$ cat src/rtl/pc_fetch_unit.sv
// PC register plus instruction fetch over a valid/ready request and response handshake.
// A fetch takes at least two cycles (REQ, WAIT). The instruction is then held until the core advances.
module pc_fetch_unit #(
  parameter logic [63:0] RESET_PC     = 64'h0,
  parameter int          IMEM_LAT_MAX = 15
) (
  input  logic        CLK,
  input  logic        Reset,
  input  logic [63:0] NextPC,
  input  logic        Advance,
  output logic [63:0] CurrentPC,
  output logic [31:0] Instruction,
  output logic        InstrValid,
  output logic        IMemReqValid,
  input  logic        IMemReqReady,
  output logic [63:0] IMemReqAddr,
  input  logic        IMemRespValid,
  input  logic [31:0] IMemRespData,
  output logic        Fault,
  output logic [63:0] RetiredCount
);

  typedef enum logic [1:0] {
    S_REQ   = 2'd0,
    S_WAIT  = 2'd1,
    S_HOLD  = 2'd2,
    S_FAULT = 2'd3
  } state_t;

  localparam logic [7:0] LAT_MAX = 8'(IMEM_LAT_MAX);

  state_t      state;
  state_t      state_next;
  logic [7:0]  wait_cnt;
  logic [7:0]  wait_cnt_inc;
  logic        req_fire;
  logic        timed_out;
  logic        pc_misaligned;

  assign req_fire      = IMemReqValid && IMemReqReady;
  assign wait_cnt_inc  = (wait_cnt == 8'hFF) ? wait_cnt : wait_cnt + 8'd1;
  assign timed_out     = !IMemRespValid && (wait_cnt_inc >= LAT_MAX);
  assign pc_misaligned = (NextPC[1:0] != 2'b00);

  always_ff @(posedge CLK) begin
    if (Reset) state <= S_REQ;
    else       state <= state_next;
  end

  always_comb begin
    state_next = state;
    case (state)
      S_REQ:   if (req_fire) state_next = S_WAIT;
      S_WAIT: begin
        if (IMemRespValid)  state_next = S_HOLD;
        else if (timed_out) state_next = S_FAULT;
      end
      S_HOLD:  if (Advance) state_next = pc_misaligned ? S_FAULT : S_REQ;
      S_FAULT: state_next = S_FAULT;
      default: state_next = S_FAULT;
    endcase
  end

  // Handshake outputs are pure state decode, so no input reaches an output combinationally.
  always_comb begin
    IMemReqValid = (state == S_REQ);
    IMemReqAddr  = (state == S_REQ) ? CurrentPC : 64'h0;
  end

  always_ff @(posedge CLK) begin
    if (Reset) begin
      CurrentPC    <= RESET_PC;
      Instruction  <= 32'h0;
      InstrValid   <= 1'b0;
      Fault        <= 1'b0;
      RetiredCount <= 64'h0;
      wait_cnt     <= 8'h0;
    end else begin
      case (state)
        S_REQ: begin
          if (req_fire) wait_cnt <= 8'h0;
        end
        S_WAIT: begin
          if (IMemRespValid) begin
            Instruction <= IMemRespData;
            InstrValid  <= 1'b1;
          end else begin
            wait_cnt <= wait_cnt_inc;
            if (timed_out) Fault <= 1'b1;
          end
        end
        S_HOLD: begin
          // A misaligned target is still committed so it can be inspected after the fault.
          if (Advance) begin
            CurrentPC    <= NextPC;
            InstrValid   <= 1'b0;
            RetiredCount <= RetiredCount + 64'd1;
            if (pc_misaligned) Fault <= 1'b1;
          end
        end
        default: begin
          InstrValid <= 1'b0;
        end
      endcase
    end
  end

endmodule

$ cat config.mk
export PLATFORM = sky130hd
export DESIGN_NAME = pc_fetch_unit
export DESIGN_NICKNAME = d
export VERILOG_FILES = /design/src/rtl/pc_fetch_unit.sv
export SDC_FILE = /design/constraint.sdc
export NUM_CORES = 1
export LEC_CHECK = 0
export BUFFER_PORTS_ARGS = -buffer_cell sky130_fd_sc_hd__buf_4
export CAP_MARGIN = 20
export CORE_ASPECT_RATIO = 2
export CORE_MARGIN = 1
export CORE_UTILIZATION = 43
export CTS_CLUSTER_SIZE = 14
export DETAILED_ROUTE_END_ITERATION = 7
export GPL_TIMING_DRIVEN = 0
export PLACE_DENSITY = 0.88
export SLEW_MARGIN = 5
export SYNTH_ARGS = -nofsm -noshare
export SYNTH_HDL_FRONTEND = slang
export SYNTH_SLANG_ARGS = --single-unit
export TNS_END_PERCENT = 100
$ cat constraint.sdc
create_clock -name CLK -period 2.1 [get_ports CLK]
set_clock_uncertainty 0.15 [all_clocks]
set_input_delay 0.315 -clock CLK [delete_from_list [all_inputs] [get_ports CLK]]
set_output_delay 0.315 -clock CLK [all_outputs]
set_load 0.05 [all_outputs]
Word-level counts from Yosys, hierarchy flattened --
Cells that the tools add are included.
Cells by class: add/subtract/negate cells 2, magnitude comparators 1, equality and inequality tests 11, mux-type cells 19, bitwise gates (word level) 1, reductions and logical operators 13
Operators by type and width (number):
- $add A64 B1 Y64 const B | 1
- $mux W64 | 1
- $mux W8 | 3
- $pmux W8 S2 | 1
- $mux W2 | 5
- $ne A2 B2 Y1 const B | 5
- $reduce_and A3 Y1 | 3
- $add A8 B1 Y8 const B | 1
- $eq A8 B8 Y1 const B | 1
- $ge A8 B4 Y1 const B | 1
- $pmux W2 S4 | 1
- $mux W1 | 6
- $reduce_bool A2 Y1 | 3
- $reduce_and A5 Y1 | 1
- $eq A2 B2 Y1 const B | 2
- $reduce_and A2 Y1 | 2
- $ne A3 B3 Y1 const B | 1
- $pmux W1 S3 | 1
- $eq A2 B1 Y1 const B | 1
- $logic_and A1 B1 Y1 | 2
- $logic_not A2 Y1 | 1
- $ne A2 B1 Y1 const B | 1
- $pmux W1 S2 | 1
- $logic_not A1 Y1 | 1
- $not A1 Y1 | 1
Storage, ports and cells: register bits 172, input bits 101, output and inout bits 227, logic and storage cells 54

Depth between registers and ports, before layout --
depth after elaboration 7, depth in mapped cells 9, mapped depth without buffers 6

Worst setup path after synthesis --
OpenSTA, ideal clock, no wires.
path kind flip-flop to flip-flop, start register RetiredCount[0], end register RetiredCount[42], setup time 0.132 ns, arrival 2.183 ns, setup slack -0.366 ns, stages on the path, launching flop included 9, path through dfxtp_1 > ha_1 > nand3_1 > nor3_2 > nand4_1 > buf_2 > clkbuf_1 > o31ai_1 > a21oi_1
Between the ends: word-level cells in the longest chain between the ends 1
Ends and longest elaborated chain:
- start: declaration | line 20 | output logic [63:0] RetiredCount
- start signal: assignment | line 97 | RetiredCount <= RetiredCount + 64'd1;
- $add A64 B1 Y64 | line 97
No other way between the ends. A chain may end at the register's enable or synchronous reset.

Worst setup path in the final report --
start register RetiredCount[25], end register RetiredCount[40]
Same word-level chain as after synthesis.

==> metrics.yaml <==
synthesis:
  synth_warnings: 0
  synth_seq_area_share_pct: 46.3
  synthTopCellsByArea: "dfxtp_1, nand2_1, a21oi_1"
  synthCells: 939
  ys_seq_elements: 172
  synth_top_area_cell: "dfxtp_1"
  syn_nets: 1042
  synth-edff-count: 0
  synth_cell_types: 49
  async_flop_share_pct: 0
  synth_top_area_share_pct: 46.3
  synth_ff_type: "dfxtp_1"
  synth_area_um2: 7440
  syn_avg_cell_area_um2: 7.92
critical_path:
  path_delay_family: "simple AND/OR/NAND/NOR gates"
  critPathMaxStageDelay_ns: 0.48
  crit_buf_inv: 3
  crit_path_top_delay_cell: "or4_4"
  startpoint_type: "register"
  cp.arrival_ns: 2.38
  crit_path_end_kind: "register"
  critical_path_class: "reg -> reg"
  crit_fanout: 4
  crit_chain: "and4_1 -> and4_1 -> buf_6 -> nand4_1 -> buf_6 -> buf_6 -> or4_4 -> a21oi_2"
  cpMostUsedCell: "buf_6"
  cp.required_ns: 2.31
routing:
  drt_iter0_markers: 886
  ant_nets: 0
  drc: 0
  viasPerCell: 5.97
  first_pass_iters: 7
  avgRoutedWirePerCell_um: 22.0
  routed_wl_um: 36500
  vias: 9912
final_layout:
  syn2layout_area_growth_pct: 78.5
  utilization_pct: 78.8
  final_common_cell: "buf_4"
  nNetsFinal: 1540
  drive_above_1_share_pct: 41.7
  final_cells: 1659
  mostFrequentLayoutCells: "buf_4, nand2_1, a21oi_1"
power:
  power.density_nw_per_um2: 613
  peakVddDrop_v: 0.000528
  p_sw_share_pct: 30.5
  p_leak_nw: 5.64
  p_comb_share_pct: 20.2
  power_switching_mw: 2.48
  power_frac_seq_pct: 41.7
  power_frac_clock_pct: 38.1
  p_int_mw: 5.65
placement:
  dp_hpwl_um: 19700
  gp_congestion: 0.876
  place.port_buffers: 327
  dpl.cell_count: 1473
clocking:
  insertion_delay_ns: 0.43
  cts_tree: "yes"
  cts_num_sinks: 172
  numCtsBuffers: 17
  htree_levels: 4
  root_buffer: "clkbuf_16"
  cts_buffer_depth: 2
  path_clk_slew_ns: 0.07
sta:
  post-route-period-util_pct: 104
  tightest_slew_ns: 0.818
  finalWorstSetupSlack_ns: -0.0753
  min_period_ns: 2.18
  rsz0062_at_grt: "yes"
  drv_slew: 0
  tns_ns: -0.887
  max_freq_mhz: 460
  hold_violations: 0
  max_slew_margin_pct: 45.5
  setup_viol: 49
floorplanning:
  die_area_um2: 17900
  die_x_um: 95
  die_h_um: 188
  rows: 67
  start_util_pct: 44.1
  ios: 328
  core-area_um2: 16800
grt:
  grt_pass1_wl_um: 51500
  antenna_found_initial: 2
  track_usage_pct: 38.1
  grt_max_degree: 17
  grt_pass1_vias: 9912
  grt_overflow: 0
job:
  maxCapViolCount: 0
outcome:
  outcome: "finished with violations"
  violations: "negative setup slack"
worst_hold_path:
  min_path_type: "in -> reg"
## logic make-up (layout without fill, tap and decap cells)
family                     count (synthesis)  after routing  synth area share (%)
buffers and inverters                     72            583                  4.09
other                                      0              2                     0
and+or+nand+nor                          469            469                  31.6
AOI/OAI and AO/OA                        193            193                  14.0
adders and majority gates                  2              2                 0.336
DFF                                      172            172                  46.3
xor gates and xnor gates                  29             29                  3.41
muxes                                      2              2                 0.286
## cell usage after synthesis (3+ instances only)
cell / instances
nand2_1: 224
dfxtp_1: 172
a21oi_1: 142
and2_1: 71
clkbuf_1: 51
nor2_1: 40
nand4_1: 29
o21ai_0: 24
xor2_1: 23
or3_1: 17
nand3_1: 16
and4_1: 15
o31ai_1: 14
or4_1: 14
and3_1: 12
nor3_1: 8
buf_2: 6
xnor2_1: 6
buf_1: 5
buf_4: 5
nor2b_1: 5
inv_1: 4
nand2b_1: 3
## what timing repair did
item / 4_1_cts / 5_1_grt
hold buffers: 90 / 0
setup buffers: 24 / 31
gates cloned: 5 / 6
pin swaps: 15 / 29
endpoints found under the hold margin: 90 / 0
setup endpoints to repair: 126 / 174
resized for setup: 203 / 100
## tightest hold or removal path: stages
cell and delay, ns:
buf_4 0.13, nand2_1 0.06, a21oi_1 0.06
## metrics by stage
stage	instance area (um2)	setup slack [ns]	total power [mW]	hold slack [ns]
after global routing	13300	-0.126	8.34	0.0167
after CTS	12700	-0.0457	7.95	0.000586
final	13300	-0.0753	8.14	0.0316
after detailed placement	10300	-0.439	4.60	0.299
after global placement	10300	-0.402	4.58	0.293
after floorplan	7570	0.000209	4.14	0.301
## power by group through the flow
stage          logic (mW)  clock network (mW)  registers [mW]
4_1_cts              1.50                3.07            3.38
6_report             1.64                3.10            3.39
2_1_floorplan       0.434                   0            3.70
3_3_place_gp         1.13                   0            3.45
5_1_grt              1.69                3.26            3.40
3_5_place_dp         1.14                   0            3.45
## metal layers
| layer | vias up | wire length (um) | global-route usage, % |
|---|---|---|---|
| li1 | 4208 | - | - |
| met2 | 797 | 18700 | 66.2 |
| met1 | 4610 | 11200 | 35.3 |
| met4 | 0 | 3560 | 35.2 |
| met3 | 297 | 3080 | 8.48 |
| met5 | - | 0 | 0 |
## cell type report
cell class | instances | area (um2)
Fill cell | 944 | 3570
Buffer | 64 | 457
Inverter | 4 | 15.0
Timing Repair Buffer | 483 | 4330
Sequential cell | 172 | 3570
Clock buffer | 21 | 482
Tap cell | 207 | 259
Antenna cell | 2 | 5.00
Multi-Input combinational cell | 695 | 4070
Clock inverter | 11 | 82.6
## worst paths after layout
| kind | slack [ns] | cells after the start | start | endpoint |
|---|---|---|---|---|
| setup / recovery | -0.08 | 8 | RetiredCount[25]$_SDFFE_PP0P_ | RetiredCount[40]$_SDFFE_PP0P_ |
| hold / removal | 0.03 | 3 | NextPC[43] | CurrentPC[43]$_SDFFE_PP0P_ |
| setup reg to reg | -0.08 | 8 | RetiredCount[25]$_SDFFE_PP0P_ | RetiredCount[40]$_SDFFE_PP0P_ |
| hold reg to reg | 0.31 | 2 | Instruction[18]$_SDFFE_PP0P_ | Instruction[18]$_SDFFE_PP0P_ |
## flip-flops by register name, summed over array words and instances, names as in the netlist
name	flops
wait_cnt	8
InstrValid	1
Instruction	32
state	2
RetiredCount	64
CurrentPC	64
Fault	1
Power figures use the tool's default switching activity.
